### src/rtl/sdrc_bank_arb.sv
// sdrc_bank_arb: picks one of four bank commands per cycle for xfr_ctl,
// holds a grant until xfr_ctl accepts it, and spaces ACT commands by tRRD.
`ifndef SDR_REQ_ID_W
`define SDR_REQ_ID_W 4
`endif
`ifndef REQ_BW
`define REQ_BW 7
`endif
`ifndef OP_PRE
`define OP_PRE 2'b00
`endif
`ifndef OP_ACT
`define OP_ACT 2'b01
`endif
`ifndef OP_RD
`define OP_RD 2'b10
`endif
`ifndef OP_WR
`define OP_WR 2'b11
`endif

module sdrc_bank_arb #(
  parameter int NB    = 4,
  parameter int ID_W  = `SDR_REQ_ID_W,
  parameter int LEN_W = `REQ_BW
) (
  input  logic                 clk,
  input  logic                 reset_n,
  input  logic [NB-1:0]        b2a_req,
  input  logic [2*NB-1:0]      b2a_cmd,
  input  logic [13*NB-1:0]     b2a_addr,
  input  logic [NB*ID_W-1:0]   b2a_id,
  input  logic [NB*LEN_W-1:0]  b2a_len,
  input  logic [NB-1:0]        b2a_start,
  input  logic [NB-1:0]        b2a_last,
  input  logic [NB-1:0]        b2a_wrap,
  output logic [NB-1:0]        a2b_ack,
  output logic                 a2b_act_ok,
  output logic                 a2x_req,
  output logic [1:0]           a2x_ba,
  output logic [1:0]           a2x_cmd,
  output logic [12:0]          a2x_addr,
  output logic [ID_W-1:0]      a2x_id,
  output logic [LEN_W-1:0]     a2x_len,
  output logic                 a2x_start,
  output logic                 a2x_last,
  output logic                 a2x_wrap,
  input  logic                 x2a_ack,
  input  logic [3:0]           trrd_delay
);

  logic [1:0]       rr_ptr_q, rr_ptr_d;
  logic             lock_vld_q, lock_vld_d;
  logic [1:0]       lock_bank_q, lock_bank_d;
  logic [3:0]       trrd_cnt_q, trrd_cnt_d;
  logic             act_ok_q, act_ok_d;

  logic [1:0]       cmd_arr_s  [NB];
  logic [12:0]      addr_arr_s [NB];
  logic [ID_W-1:0]  id_arr_s   [NB];
  logic [LEN_W-1:0] len_arr_s  [NB];
  logic [NB-1:0]    elig_s, cls_a_s, cls_b_s;
  logic [2:0]       pick_a_s, pick_b_s;
  logic             lock_hold_s, gnt_vld_s;
  logic [1:0]       gnt_bank_s;

  // First set bit of mask scanning ptr, ptr+1, ... (mod 4); returns {found, index}.
  function automatic logic [2:0] rr_pick(input logic [3:0] mask, input logic [1:0] ptr);
    logic [2:0] res;
    logic [1:0] idx;
    res = 3'b000;
    for (int i = 3; i >= 0; i--) begin
      idx = ptr + 2'(i);
      if (mask[idx]) begin
        res = {1'b1, idx};
      end else begin
        res = res;
      end
    end
    return res;
  endfunction

  // Unpack the per-bank buses and classify eligible requests.
  always_comb begin
    for (int k = 0; k < NB; k++) begin
      cmd_arr_s[k]  = b2a_cmd[2*k +: 2];
      addr_arr_s[k] = b2a_addr[13*k +: 13];
      id_arr_s[k]   = b2a_id[ID_W*k +: ID_W];
      len_arr_s[k]  = b2a_len[LEN_W*k +: LEN_W];
      elig_s[k]     = b2a_req[k] & ~((cmd_arr_s[k] == `OP_ACT) & ~act_ok_q);
      cls_a_s[k]    = elig_s[k] & ((cmd_arr_s[k] == `OP_PRE) | (cmd_arr_s[k] == `OP_ACT));
      cls_b_s[k]    = elig_s[k] & ~((cmd_arr_s[k] == `OP_PRE) | (cmd_arr_s[k] == `OP_ACT));
    end
  end

  // Grant selection: a held lock wins, then PRE/ACT, then RD/WR, round robin inside a class.
  always_comb begin
    pick_a_s    = rr_pick(cls_a_s, rr_ptr_q);
    pick_b_s    = rr_pick(cls_b_s, rr_ptr_q);
    lock_hold_s = lock_vld_q & b2a_req[lock_bank_q];
    if (lock_hold_s) begin
      // A locked ACT still waits for tRRD; nobody else may slip in meanwhile.
      gnt_vld_s  = ~((cmd_arr_s[lock_bank_q] == `OP_ACT) & ~act_ok_q);
      gnt_bank_s = lock_bank_q;
    end else if (pick_a_s[2]) begin
      gnt_vld_s  = 1'b1;
      gnt_bank_s = pick_a_s[1:0];
    end else if (pick_b_s[2]) begin
      gnt_vld_s  = 1'b1;
      gnt_bank_s = pick_b_s[1:0];
    end else begin
      gnt_vld_s  = 1'b0;
      gnt_bank_s = 2'b00;
    end
  end

  // Forward the granted bank's command to xfr_ctl and route the accept back.
  always_comb begin
    a2x_req    = gnt_vld_s & reset_n;
    a2x_ba     = gnt_bank_s;
    a2x_cmd    = cmd_arr_s[gnt_bank_s];
    a2x_addr   = addr_arr_s[gnt_bank_s];
    a2x_id     = id_arr_s[gnt_bank_s];
    a2x_len    = len_arr_s[gnt_bank_s];
    a2x_start  = b2a_start[gnt_bank_s];
    a2x_last   = b2a_last[gnt_bank_s];
    a2x_wrap   = b2a_wrap[gnt_bank_s];
    a2b_act_ok = act_ok_q;
    for (int k = 0; k < NB; k++) begin
      a2b_ack[k] = x2a_ack & a2x_req & (gnt_bank_s == 2'(k));
    end
  end

  // Next-state for round robin pointer, grant lock and tRRD counter.
  always_comb begin
    rr_ptr_d    = rr_ptr_q;
    lock_bank_d = lock_bank_q;
    trrd_cnt_d  = (trrd_cnt_q != 4'd0) ? (trrd_cnt_q - 4'd1) : 4'd0;
    if (a2x_req && x2a_ack) begin
      rr_ptr_d   = gnt_bank_s + 2'd1;
      lock_vld_d = 1'b0;
      trrd_cnt_d = (a2x_cmd == `OP_ACT) ? trrd_delay : trrd_cnt_d;
    end else if (a2x_req) begin
      lock_vld_d  = 1'b1;
      lock_bank_d = gnt_bank_s;
    end else if (lock_vld_q && !b2a_req[lock_bank_q]) begin
      lock_vld_d = 1'b0;
    end else begin
      lock_vld_d = lock_vld_q;
    end
    act_ok_d = (trrd_cnt_d == 4'd0);
  end

  // State registers with synchronous active-low reset.
  always_ff @(posedge clk) begin
    if (!reset_n) begin
      rr_ptr_q    <= 2'd0;
      lock_vld_q  <= 1'b0;
      lock_bank_q <= 2'd0;
      trrd_cnt_q  <= 4'd0;
      act_ok_q    <= 1'b1;
    end else begin
      rr_ptr_q    <= rr_ptr_d;
      lock_vld_q  <= lock_vld_d;
      lock_bank_q <= lock_bank_d;
      trrd_cnt_q  <= trrd_cnt_d;
      act_ok_q    <= act_ok_d;
    end
  end

endmodule

### config.mk
export PLATFORM = sky130hd
export DESIGN_NAME = sdrc_bank_arb
export DESIGN_NICKNAME = d
export VERILOG_FILES = /design/src/rtl/sdrc_bank_arb.sv
export SDC_FILE = /design/constraint.sdc
export NUM_CORES = 1
export LEC_CHECK = 0
export ABC_AREA = 1
export BUFFER_PORTS_ARGS = -buffer_cell sky130_fd_sc_hd__clkbuf_2
export CAP_MARGIN = 20
export CORE_ASPECT_RATIO = 0.6
export CORE_MARGIN = 1
export CORE_UTILIZATION = 36
export CTS_BUF_LIST = sky130_fd_sc_hd__clkbuf_16
export DETAILED_ROUTE_END_ITERATION = 7
export GPL_ROUTABILITY_DRIVEN = 1
export PLACE_DENSITY = 0.78
export SLEW_MARGIN = 20
export SYNTH_ARGS = -nofsm -noshare
export SYNTH_HDL_FRONTEND = slang
export SYNTH_SLANG_ARGS = --single-unit
### constraint.sdc
create_clock -name clk -period 4.4 [get_ports clk]
set_input_delay 1.32 -clock clk [delete_from_list [all_inputs] [get_ports clk]]
set_output_delay 1.32 -clock clk [all_outputs]
set_load 0.01 [all_outputs]
==> results_dict.tcl <==
set metrics [dict create \
    yosys.area_share.simple 0.466 \
    globalplace.congestion 0.943 \
    synth_compound_area_frac 0.260 \
    synthMuxAreaShare 0.00494 \
    clkLatencyLatePin_ps 240 \
    grtUsageMet1 0.364 \
    synth_seq_area_share 0.0989 \
    die_area_um2 5940 \
    vias 3591 \
    grt_usage 0.274 \
    netlist_instances 372 \
    synthXorXnorAreaFrac 0.00803 \
    hp-start "trrd_cnt_q[3]$_SDFF_PN0_" \
    met2_usage 0.475 \
    wl_per_cell_um 15.8 \
    tightestPinTransition_ps 446 \
    multi_input_area_um2 2060 \
    route.detailed.drc 0 \
    coreArea_um2 5230 \
    drive_gt1_frac 0.593 \
    post-route-period-util 1.10 \
    grt_max_degree 28 \
    ant_nets 0 \
    final_cell_mix "clkbuf_2, nor2_1, nand2_1, buf_4, buf_2" \
    cts_hold_buf 0 \
    synthToLayoutAreaGrowth_pct 117 \
    min_path_type "reg -> reg" \
    fin_tns_setup_ps -10150 \
    layout_min_cycle_time_ps 4860 \
    arrival_ps 3540 \
    yosys.area_share.adder 0.0247 \
    grt-ovfl-total 0 \
    power.density_nw_per_um2 602 \
    fin_nets 727 \
    endpoint_kind "output port" \
    port-buffer-count 163 \
    synth_area_um2 2020 \
    fin_ws_ps -460 \
    cts_tree "yes" \
    cts_buffer_depth 2 \
    rows 20 \
    die_x_um 98.8 \
    timing.fmax_mhz 206 \
    initial_core_util 0.387 \
    dp_hpwl_um 6900 \
    rsz0062_at_grt "yes" \
    gr-max-usage-layer "met2" \
    cts_made_buffers 3 \
    insertedDiodeCount 0 \
    routed_wl_um 10500 \
    use_met3 0.0374 \
    cp_max_fo 7 \
    startpoint "b2a_cmd[5]" \
    cts_num_sinks 10 \
    viasPerCell 5.43 \
    p_leak_nw 2.24 \
    totalPowerFinal_mw 2.64 \
    violations "negative setup slack" \
    die_h_um 60.1 \
    nFillCells 329 \
    syn_area_per_cell_um2 5.44 \
    clk_pin_slew_ps 40 \
    grt_pass1_wl_um 13000 \
    drt-pass1-iter-count 5 \
    final_common_cell "clkbuf_2" \
    synth_top_family_by_area "simple AND/OR/NAND/NOR gates" \
    grt_pass1_vias 2803 \
    cap_viol_max_count 0 \
    antenna_found_initial 0 \
    ir_worst_vdd_v 0.000411 \
    drv_slew 0 \
    cp.required_ps 3080 \
    crit_path_start_kind "input pin" \
    synth-seq-cells 10 \
    max_slew_margin 0.703 \
    yosysUniqueCellTypes 30 \
    setup_viol 34 \
    syn-num-nets 503 \
    drtIter0Drc 223 \
    cts_max_level 1 \
    ys.warnings.count 0 \
    fin_skew_ps 1.33 \
    hold_viol 0 \
    worstReg2RegStart "rr_ptr_q[0]$_SDFFE_PN0N_" \
    final-seq-area_um2 200 \
    critical_path_class "in -> out" \
    io_pins 164 \
    status "finished with violations" \
    clockRootBuffer "clkbuf_16" \
]
==> final timing paths <==
path,endpoint,slack [ps],depth (start not counted)
setup / recovery,a2x_addr[6],-460,19
hold / removal,trrd_cnt_q[3]$_SDFF_PN0_,610,4
setup reg to reg,a2b_act_ok$_SDFF_PN1_,1300,22
hold reg to reg,trrd_cnt_q[3]$_SDFF_PN0_,610,4
==> registers in the layout (all words and copies together), names as in the netlist <==
signal,cells
lock_vld_q,1
a2b_act_ok,1
lock_bank_q,2
rr_ptr_q,2
trrd_cnt_q,4
==> cell usage after synthesis, drive strengths merged <==
cell type,instances,area (um2)
o32ai,27,244
nand2,63,257
inv,39,146
mux2i,1,10.0
o21ai,40,204
ha,4,50.1
a21boi,1,7.51
nand3,33,185
buf,18,120
clkinv,1,3.75
clkbuf,2,7.51
nor3b,1,7.51
nor2,101,382
xor2,1,16.3
a21oi,10,53.8
nand4,18,113
o21bai,1,11.3
o22ai,1,6.26
dfxtp,10,200
==> area by class of cell <==
type                            count  area share
Clock buffer                        3      0.0171
Timing Repair Buffer              239       0.406
Multi-Input combinational cell    302       0.471
Inverter                           40      0.0414
Clock inverter                      1    0.000856
Sequential cell                    10      0.0456
Tap cell                           66      0.0188
==> what timing repair did <==
action	4_1_cts	5_1_grt
setup buffers	15	12
pin swaps	17	25
endpoints found under the setup margin	34	36
resized for setup	62	145
gates cloned	2	8
==> critical path, stage by stage <==
cell	delay [ps]
buf_8	100
inv_6	50
buf_4	120
nand3_4	70
o21ai_4	180
nand2_2	90
nand2_1	90
nor2_2	40
nand2_2	100
nor2_1	60
nand2_1	90
nand2_2	80
nor2_4	130
nor2_4	40
buf_12	150
buf_8	120
clkbuf_16	150
o32ai_1	330
buf_2	200
==> routing by layer <==
layer,share of wire,routed length [um]
met3,0.077,811
met2,0.49,5120
met1,0.41,4270
met4,0.027,280
met5,0,0
==> through the flow <==
| stage | worst slack, ps | utilization | cell area (um2) | cells | hold WS (ps) |
|---|---|---|---|---|---|
| floorplan | -22.7 | - | 2130 | 372 | 550 |
| global placement | -258 | 0.620 | 3240 | 621 | 596 |
| detailed placement | -346 | 0.620 | 3240 | 621 | 601 |
| CTS | -233 | 0.702 | 3670 | 642 | 607 |
| global route | -585 | 0.839 | 4390 | 661 | 622 |
| finish | -460 | 0.839 | 4390 | 661 | 614 |
==> cell families (layout without fill, tap and decap cells) <==
group	after synthesis	after routing
AO/OA/AOI/OAI	80	80
XOR/XNOR	1	1
adder cells (fa/ha/maj)	4	4
buffers and inverters	60	283
flip-flops	10	10
multiplexers	1	1
AND/OR/NAND/NOR	216	216
==> power by group <==
group          total [mW]  leakage [nW]  switching, mW  internal [mW]
clock               0.162        0.0385         0.0431          0.119
combinational        2.34          2.12           1.18           1.17
sequential          0.134        0.0822         0.0231          0.111
No activity file was read; power rests on OpenSTA's default activity.
